<file path="config.mk">
export PLATFORM = sky130hd
export DESIGN_NAME = cla_addsub_pipe
export DESIGN_NICKNAME = d
export VERILOG_FILES = /design/src/rtl/cla_addsub_pipe.sv
export SDC_FILE = /design/constraint.sdc
export NUM_CORES = 1
export LEC_CHECK = 0
export ABC_AREA = 1
export CAP_MARGIN = 20
export CORE_ASPECT_RATIO = 2
export CORE_MARGIN = 2
export CORE_UTILIZATION = 55
export CTS_BUF_LIST = sky130_fd_sc_hd__clkbuf_8
export DETAILED_ROUTE_END_ITERATION = 8
export PLACE_DENSITY = 0.85
export SETUP_SLACK_MARGIN = 0.05
export SYNTH_ARGS = -nofsm -noshare
export SYNTH_HDL_FRONTEND = slang
export SYNTH_SLANG_ARGS = --single-unit
</file>
<file path="constraint.sdc">
create_clock -name clk -period 4.35 [get_ports clk]
set_input_delay 0.87 -clock clk [delete_from_list [all_inputs] [get_ports clk]]
set_output_delay 0.87 -clock clk [all_outputs]
set_load 0.02 [all_outputs]
</file>
<file path="src/rtl/cla_addsub_pipe.sv">
// Pipelined carry-lookahead adder/subtractor with a WIDTH+1-bit exact result.
// Lookahead groups are split across the register stages, and each stage has a valid/ready handshake.
module cla_addsub_pipe #(
  parameter int WIDTH  = 8,
  parameter int BLOCK  = 4,
  parameter int STAGES = 2
) (
  input  logic             clk,
  input  logic             rst,
  input  logic             in_valid,
  output logic             in_ready,
  input  logic [WIDTH-1:0] a,
  input  logic [WIDTH-1:0] b,
  input  logic             cin,
  input  logic             sub,
  input  logic             sgn,
  output logic             out_valid,
  input  logic             out_ready,
  output logic [WIDTH:0]   sum,
  output logic             cout,
  output logic             ovf
);

  localparam int NGROUPS = (WIDTH + BLOCK - 1) / BLOCK;
  localparam int BASE    = NGROUPS / STAGES;
  localparam int EXTRA   = NGROUPS % STAGES;

  // Earlier stages absorb the remainder groups.
  function automatic int first_group(input int k);
    return k * BASE + ((k < EXTRA) ? k : EXTRA);
  endfunction

  // Two-level lookahead carry into bit 'hi' from the carry entering bit 'lo'.
  function automatic logic lookahead(input logic [WIDTH:0] x, input logic [WIDTH:0] y,
                                     input logic c0, input int lo, input int hi);
    logic gg, pp;
    gg = 1'b0;
    pp = 1'b1;
    for (int m = hi - 1; m >= lo; m--) begin
      gg = gg | (pp & x[m] & y[m]);
      pp = pp & (x[m] ^ y[m]);
    end
    return gg | (pp & c0);
  endfunction

  logic [STAGES-1:0] valid_vec;
  logic [STAGES-1:0] en;

  generate
    for (genvar gi = 0; gi < STAGES; gi++) begin : stage
      localparam int G_LO = first_group(gi);
      localparam int G_HI = first_group(gi + 1);

      logic [WIDTH:0]   x_in, y_in;
      logic [WIDTH-1:0] s_in, s_next;
      logic             c_in, c_next, sgn_in, v_in;
      logic             v_reg;

      if (gi == 0) begin : src
        // Subtraction is a + ~b + !cin over the extended operands.
        assign x_in   = {sgn & a[WIDTH-1], a};
        assign y_in   = {sgn & b[WIDTH-1], b} ^ {(WIDTH + 1){sub}};
        assign s_in   = '0;
        assign c_in   = cin ^ sub;
        assign sgn_in = sgn;
        assign v_in   = in_valid;
      end else begin : src
        assign x_in   = stage[gi-1].mid.x_reg;
        assign y_in   = stage[gi-1].mid.y_reg;
        assign s_in   = stage[gi-1].mid.s_reg;
        assign c_in   = stage[gi-1].mid.c_reg;
        assign sgn_in = stage[gi-1].mid.sgn_reg;
        assign v_in   = stage[gi-1].v_reg;
      end

      // A stage is blocked only if it and every stage after it are full and the sink stalls.
      assign en[gi]        = ~((&valid_vec[STAGES-1:gi]) & ~out_ready);
      assign valid_vec[gi] = v_reg;

      always_comb begin
        s_next = s_in;
        c_next = c_in;
        for (int g = G_LO; g < G_HI; g++) begin
          for (int i = g * BLOCK; (i < g * BLOCK + BLOCK) && (i < WIDTH); i++) begin
            s_next[i] = x_in[i] ^ y_in[i] ^ lookahead(x_in, y_in, c_next, g * BLOCK, i);
          end
          c_next = lookahead(x_in, y_in, c_next, g * BLOCK,
                             (g * BLOCK + BLOCK < WIDTH) ? g * BLOCK + BLOCK : WIDTH);
        end
      end

      always_ff @(posedge clk or posedge rst) begin
        if (rst) begin
          v_reg <= 1'b0;
        end else if (en[gi]) begin
          v_reg <= v_in;
        end
      end

      if (gi < STAGES - 1) begin : mid
        logic [WIDTH:0]   x_reg, y_reg;
        logic [WIDTH-1:0] s_reg;
        logic             c_reg, sgn_reg;

        always_ff @(posedge clk or posedge rst) begin
          if (rst) begin
            x_reg   <= '0;
            y_reg   <= '0;
            s_reg   <= '0;
            c_reg   <= 1'b0;
            sgn_reg <= 1'b0;
          end else if (en[gi] && v_in) begin
            x_reg   <= x_in;
            y_reg   <= y_in;
            s_reg   <= s_next;
            c_reg   <= c_next;
            sgn_reg <= sgn_in;
          end
        end
      end else begin : last
        logic [WIDTH:0] full_next;
        logic           ovf_next;
        logic [WIDTH:0] sum_reg;
        logic           cout_reg, ovf_reg;

        assign full_next = {x_in[WIDTH] ^ y_in[WIDTH] ^ c_next, s_next};
        assign ovf_next  = sgn_in ? (full_next[WIDTH] ^ full_next[WIDTH-1]) : full_next[WIDTH];

        // Loading only on a real beat keeps the outputs stable while stalled.
        always_ff @(posedge clk or posedge rst) begin
          if (rst) begin
            sum_reg  <= '0;
            cout_reg <= 1'b0;
            ovf_reg  <= 1'b0;
          end else if (en[gi] && v_in) begin
            sum_reg  <= full_next;
            cout_reg <= c_next;
            ovf_reg  <= ovf_next;
          end
        end

        assign sum       = sum_reg;
        assign cout      = cout_reg;
        assign ovf       = ovf_reg;
        assign out_valid = v_reg;
      end
    end
  endgenerate

  assign in_ready = en[0];

endmodule

</file>
* Yosys cells after proc, flatten, opt, wreduce, memory -nomap -nowiden
Cells that the tools add are included.
Widths: inputs -> output; s select.
** Cells by class
- Muxes and demuxes :: 1
- Bitwise gates (word level) :: 100
- Reduce and logical (&&, ||, !) cells :: 3
** Operators with widths (count)
- $and 1x1->1 :: 56
- $or 1x1->1 :: 20
- $xor 1x1->1 :: 20
- $xor 9x9->9 :: 1
- $not 1->1 :: 3
- $logic_and 1x1->1 :: 2
- $reduce_and 2->1 :: 1
- $mux 1 :: 1
** Storage, ports and cells
- Register bits :: 37
- Input bits :: 23
- Output and inout port bits :: 13
- Word-level logic and storage cells :: 114

* Longest topological paths before layout
- Depth in word-level cells :: 10
- Gate-level depth with buffers :: 12
- Depth with buffers taken out :: 11

* Worst setup path before layout
Ideal clock, no wire load.
- Path type :: input to output
- Start point :: in out_ready
- End point :: out in_ready
- Data arrival time :: 1.358 ns
- Data required time :: 3.480 ns
- Slack :: 2.122 ns
- Cell stages on the path :: 4
- Buffers on the path :: 0
- Cell sequence :: inv_1 -> nand2_1 -> nor2_2 -> inv_1
** Between the ends
- Longest elaborated chain between the ends :: 3
** RTL lines
- from (decl) :: line 18 : input logic out_ready,
- $not 1->1 :: line 77 : assign en[gi] = ~((&valid_vec[STAGES-1:gi]) & ~out_ready);
- $and 1x1->1 :: line 77
- $not 1->1 :: line 77
- to (decl) :: line 11 : output logic in_ready,
Every way passes these cells.

* Final worst setup path
Same ends and word-level chain as after synthesis.

==> impl_metrics.json <==
{
  "timing.critical_path.from_type": "primary input",
  "final.min_clock_period_ns": 3.141,
  "achievable-frequency_mhz": 318.3,
  "net_total_in_the_final_layout": 281,
  "unrepaired_setup_endpoints_after_global_routing": "false",
  "finalMaxSlewViolations": 0,
  "finalHoldViolations": 0,
  "global_route_wire_length_before_repair_um": 5623,
  "switching_share_pct": 34.52,
  "clock_latency_on_the_worst_skew_pair_ns": 0.29,
  "netlist_instances": 210,
  "p_per_cell_area_mw_per_mm2": 442.9,
  "synth_seq_cells": 29,
  "synth_area_per_cell_um2": 8.466,
  "1st_iter_drt_viols": 31,
  "slew_headroom_pct": 38.81,
  "crit-reg2reg-launch": "stage[0].mid.x_reg[4]$_DFFE_PP0P_",
  "run_status": "completed",
  "drt_pass1_iterations": 4,
  "clock_skew_ns": 0.002992,
  "number_of_antenna_violations_at_the_first_check_in_global_routing": 0,
  "gp_congestion": 0.7510,
  "cts.sink_count": 29,
  "cp-startpoint": "out_ready",
  "layout.cells.most_common": "sky130_fd_sc_hd__nand2_1",
  "remaining_drc_errors": 0,
  "inserted_clock_buffers": 5,
  "clock_network_power_share_pct": 24.7,
  "detailedPlacementHpwl_um": 2492,
  "hold_path_end": "sum[0]$_DFFE_PP0P_",
  "ys_warn_count": 0,
  "routed_via_density": 4.957,
  "cap_viol_max_count": 0,
  "worst-endpoint-arrival_ns": 2.27,
  "vias": 1388,
  "hp-class": "reg -> reg",
  "number_of_global_route_vias_before_repair": 1364,
  "cpMaxStageDelayCell": "sky130_fd_sc_hd__clkdlybuf4s50_1",
  "overflow": 0,
  "fin_tns_setup_ns": 0,
  "critPathMaxStageDelay_ns": 0.55,
  "post_cts.resized_instances": 0,
  "num_antenna_cells": 0,
  "setup_viol_count_final": 0,
  "net-switching-power_uw": 342.0,
  "synth.net_count": 243,
  "largest_register_ff_count": 9,
  "floorplan.core_area_mm2": 0.003120,
  "dieArea_mm2": 0.003731,
  "synth_area_mm2": 0.001778,
  "synth_seq_area_share_pct": 40.82,
  "worstSetupPathType": "in -> out",
  "clk_transition_reported_paths_ns": 0.06,
  "tritoncts_clock_tree": "yes",
  "htree_num_levels": 2,
  "ioPinCount": 36,
  "r2r_cells": 11,
  "holdBufCountCts": 0,
  "cts.repair_timing.setup_buffer_count": 0,
  "power.share.sequential_pct": 37.4,
  "die_h_um": 84.41,
  "detailed_route_wire_length_um": 3173,
  "min-delay-start": "sum[0]$_DFFE_PP0P_",
  "layout.filler_cells": 256,
  "placement.io_buffers": 35,
  "core.rowCount": 29,
  "internal_power_uw": 648.8,
  "p_comb_share_pct": 37.9,
  "crit_chain": "clkdlybuf4s50_1, inv_1, nand2_1, nor2_2, inv_1, clkdlybuf4s50_1",
  "dieWidth_um": 44.21,
  "route.antenna.remaining_nets": 0,
  "grt.total_usage_pct": 20.68,
  "final_cell_mix": "sky130_fd_sc_hd__nand2_1, sky130_fd_sc_hd__clkdlybuf4s50_1, sky130_fd_sc_hd__dfrtp_1",
  "layout-drive-gt1-share_pct": 10.04,
  "grt_start_max_net_pins": 30,
  "ys_types": 26,
  "clock_tree.buffer_depth": 2,
  "rrSetupSlack_ns": 2.76,
  "ir_worst_vdd_uv": 296.9,
  "layout_area_growth_over_synthesis_pct": 25.83,
  "root_buffer": "sky130_fd_sc_hd__clkbuf_8",
  "reported_leakage_power_nw": 1.123,
  "start_util_pct": 56.98,
  "post_drt_wl_per_cell_um": 11.33,
  "min_delay_path_depth": 2,
  "worst_pin_slew_ns": 0.9149,
  "timing.rr.end": "ovf$_DFFE_PP0P_",
  "critical_path_required_ns": 3.48,
  "cp_max_fo": 3,
  "setup.worst_path.end_class": "primary output",
  "finalCritPeriodShare_pct": 72.21,
  "fin_util_pct": 71.69
}
cell type report:
type / instances / area [um^2] / area share [%]
Sequential cell: 29 / 725.7 / 32.44
Clock buffer: 7 / 96.34 / 4.306
Timing Repair Buffer: 36 / 377.9 / 16.89
Clock inverter: 1 / 5.005 / 0.2237
Inverter: 29 / 108.9 / 4.866
Tap cell: 31 / 38.79 / 1.734
Multi-Input combinational cell: 147 / 884.6 / 39.54
critical path: cells and delay by family:
kind	cells	cell delay (ns)
buffers and inverters	4	1.09
AND/OR/NAND/NOR	2	0.31
per-layer routing:
metal,wire length [um],global-route usage (%)
met3,125,5.376
met1,1137,20.88
met4,102,13.22
met5,0,0
met2,1806,35.43
power by group through the flow:
stage | clock [mW] | combinational [mW] | sequential (mW)
global placement | 0 | 0.365 | 0.371
finish | 0.245 | 0.375 | 0.371
CTS | 0.248 | 0.376 | 0.371
global route | 0.257 | 0.419 | 0.380
floorplan | 0 | 0.199 | 0.418
detailed placement | 0 | 0.374 | 0.376
kinds of logic (layout without fill, tap and decap cells):
kind of cell	after synthesis	after routing	synth area share, %
AND/OR/NAND/NOR	103	103	25.34
buffers and inverters	34	73	9.430
flip-flops	29	29	40.82
AO/OA/AOI/OAI	20	20	6.052
XOR/XNOR	14	14	10.49
adder cells (fa/ha/maj)	10	10	7.882
cells in the mapped netlist:
cell	instances	area, um^2
sky130_fd_sc_hd__xnor2_4	1	27.53
sky130_fd_sc_hd__inv_2	5	18.77
sky130_fd_sc_hd__nand2_1	71	266.5
sky130_fd_sc_hd__dfrtp_1	29	725.7
sky130_fd_sc_hd__ha_1	8	100.1
sky130_fd_sc_hd__nand3_1	17	85.08
sky130_fd_sc_hd__o21ai_2	2	17.52
sky130_fd_sc_hd__and3_1	1	6.260
sky130_fd_sc_hd__nand4_1	1	6.260
sky130_fd_sc_hd__nor2_8	1	20.02
sky130_fd_sc_hd__inv_1	24	90.09
sky130_fd_sc_hd__nand3_2	2	20.02
sky130_fd_sc_hd__buf_6	1	11.26
sky130_fd_sc_hd__o21ai_1	17	85.08
sky130_fd_sc_hd__clkbuf_1	2	7.510
sky130_fd_sc_hd__nor2_1	7	26.28
sky130_fd_sc_hd__xor2_2	1	16.27
sky130_fd_sc_hd__buf_12	2	40.04
sky130_fd_sc_hd__nor2_2	1	6.260
sky130_fd_sc_hd__nand2_2	1	6.260
sky130_fd_sc_hd__a21oi_1	1	5.000
sky130_fd_sc_hd__nand3b_1	1	7.510
sky130_fd_sc_hd__xnor2_1	4	35.03
sky130_fd_sc_hd__xor2_4	2	55.05
sky130_fd_sc_hd__xor2_1	6	52.55
sky130_fd_sc_hd__fa_1	2	40.04
worst max-delay path by stage:
| stage | end | slack (ns) | cells after the start |
|---|---|---|---|
| 5_1_grt | in_ready | 1.14 | 6 |
| 4_1_cts | in_ready | 1.20 | 6 |
| 6_report | in_ready | 1.21 | 6 |
| 3_5_place_dp | stage[0].mid.s_reg[3]$_DFFE_PP0P_ | 1.10 | 12 |
| 3_3_place_gp | stage[0].mid.s_reg[3]$_DFFE_PP0P_ | 1.16 | 12 |
| 2_1_floorplan | in_ready | 2.12 | 4 |
through the flow:
stage / worst slack, ns / power, mW / instances / area [um^2] / hold slack [ns]
global route: 1.144 / 1.056 / 280 / 2237 / 0.5108
global placement: 1.164 / 0.7364 / 271 / 2108 / 0.4578
CTS: 1.195 / 0.9950 / 279 / 2210 / 0.4817
floorplan: 2.122 / 0.6161 / 210 / 1778 / 0.4422
finish: 1.209 / 0.9907 / 280 / 2237 / 0.4750
detailed placement: 1.096 / 0.7497 / 271 / 2108 / 0.4655
No activity file was read; power rests on OpenSTA's default activity.
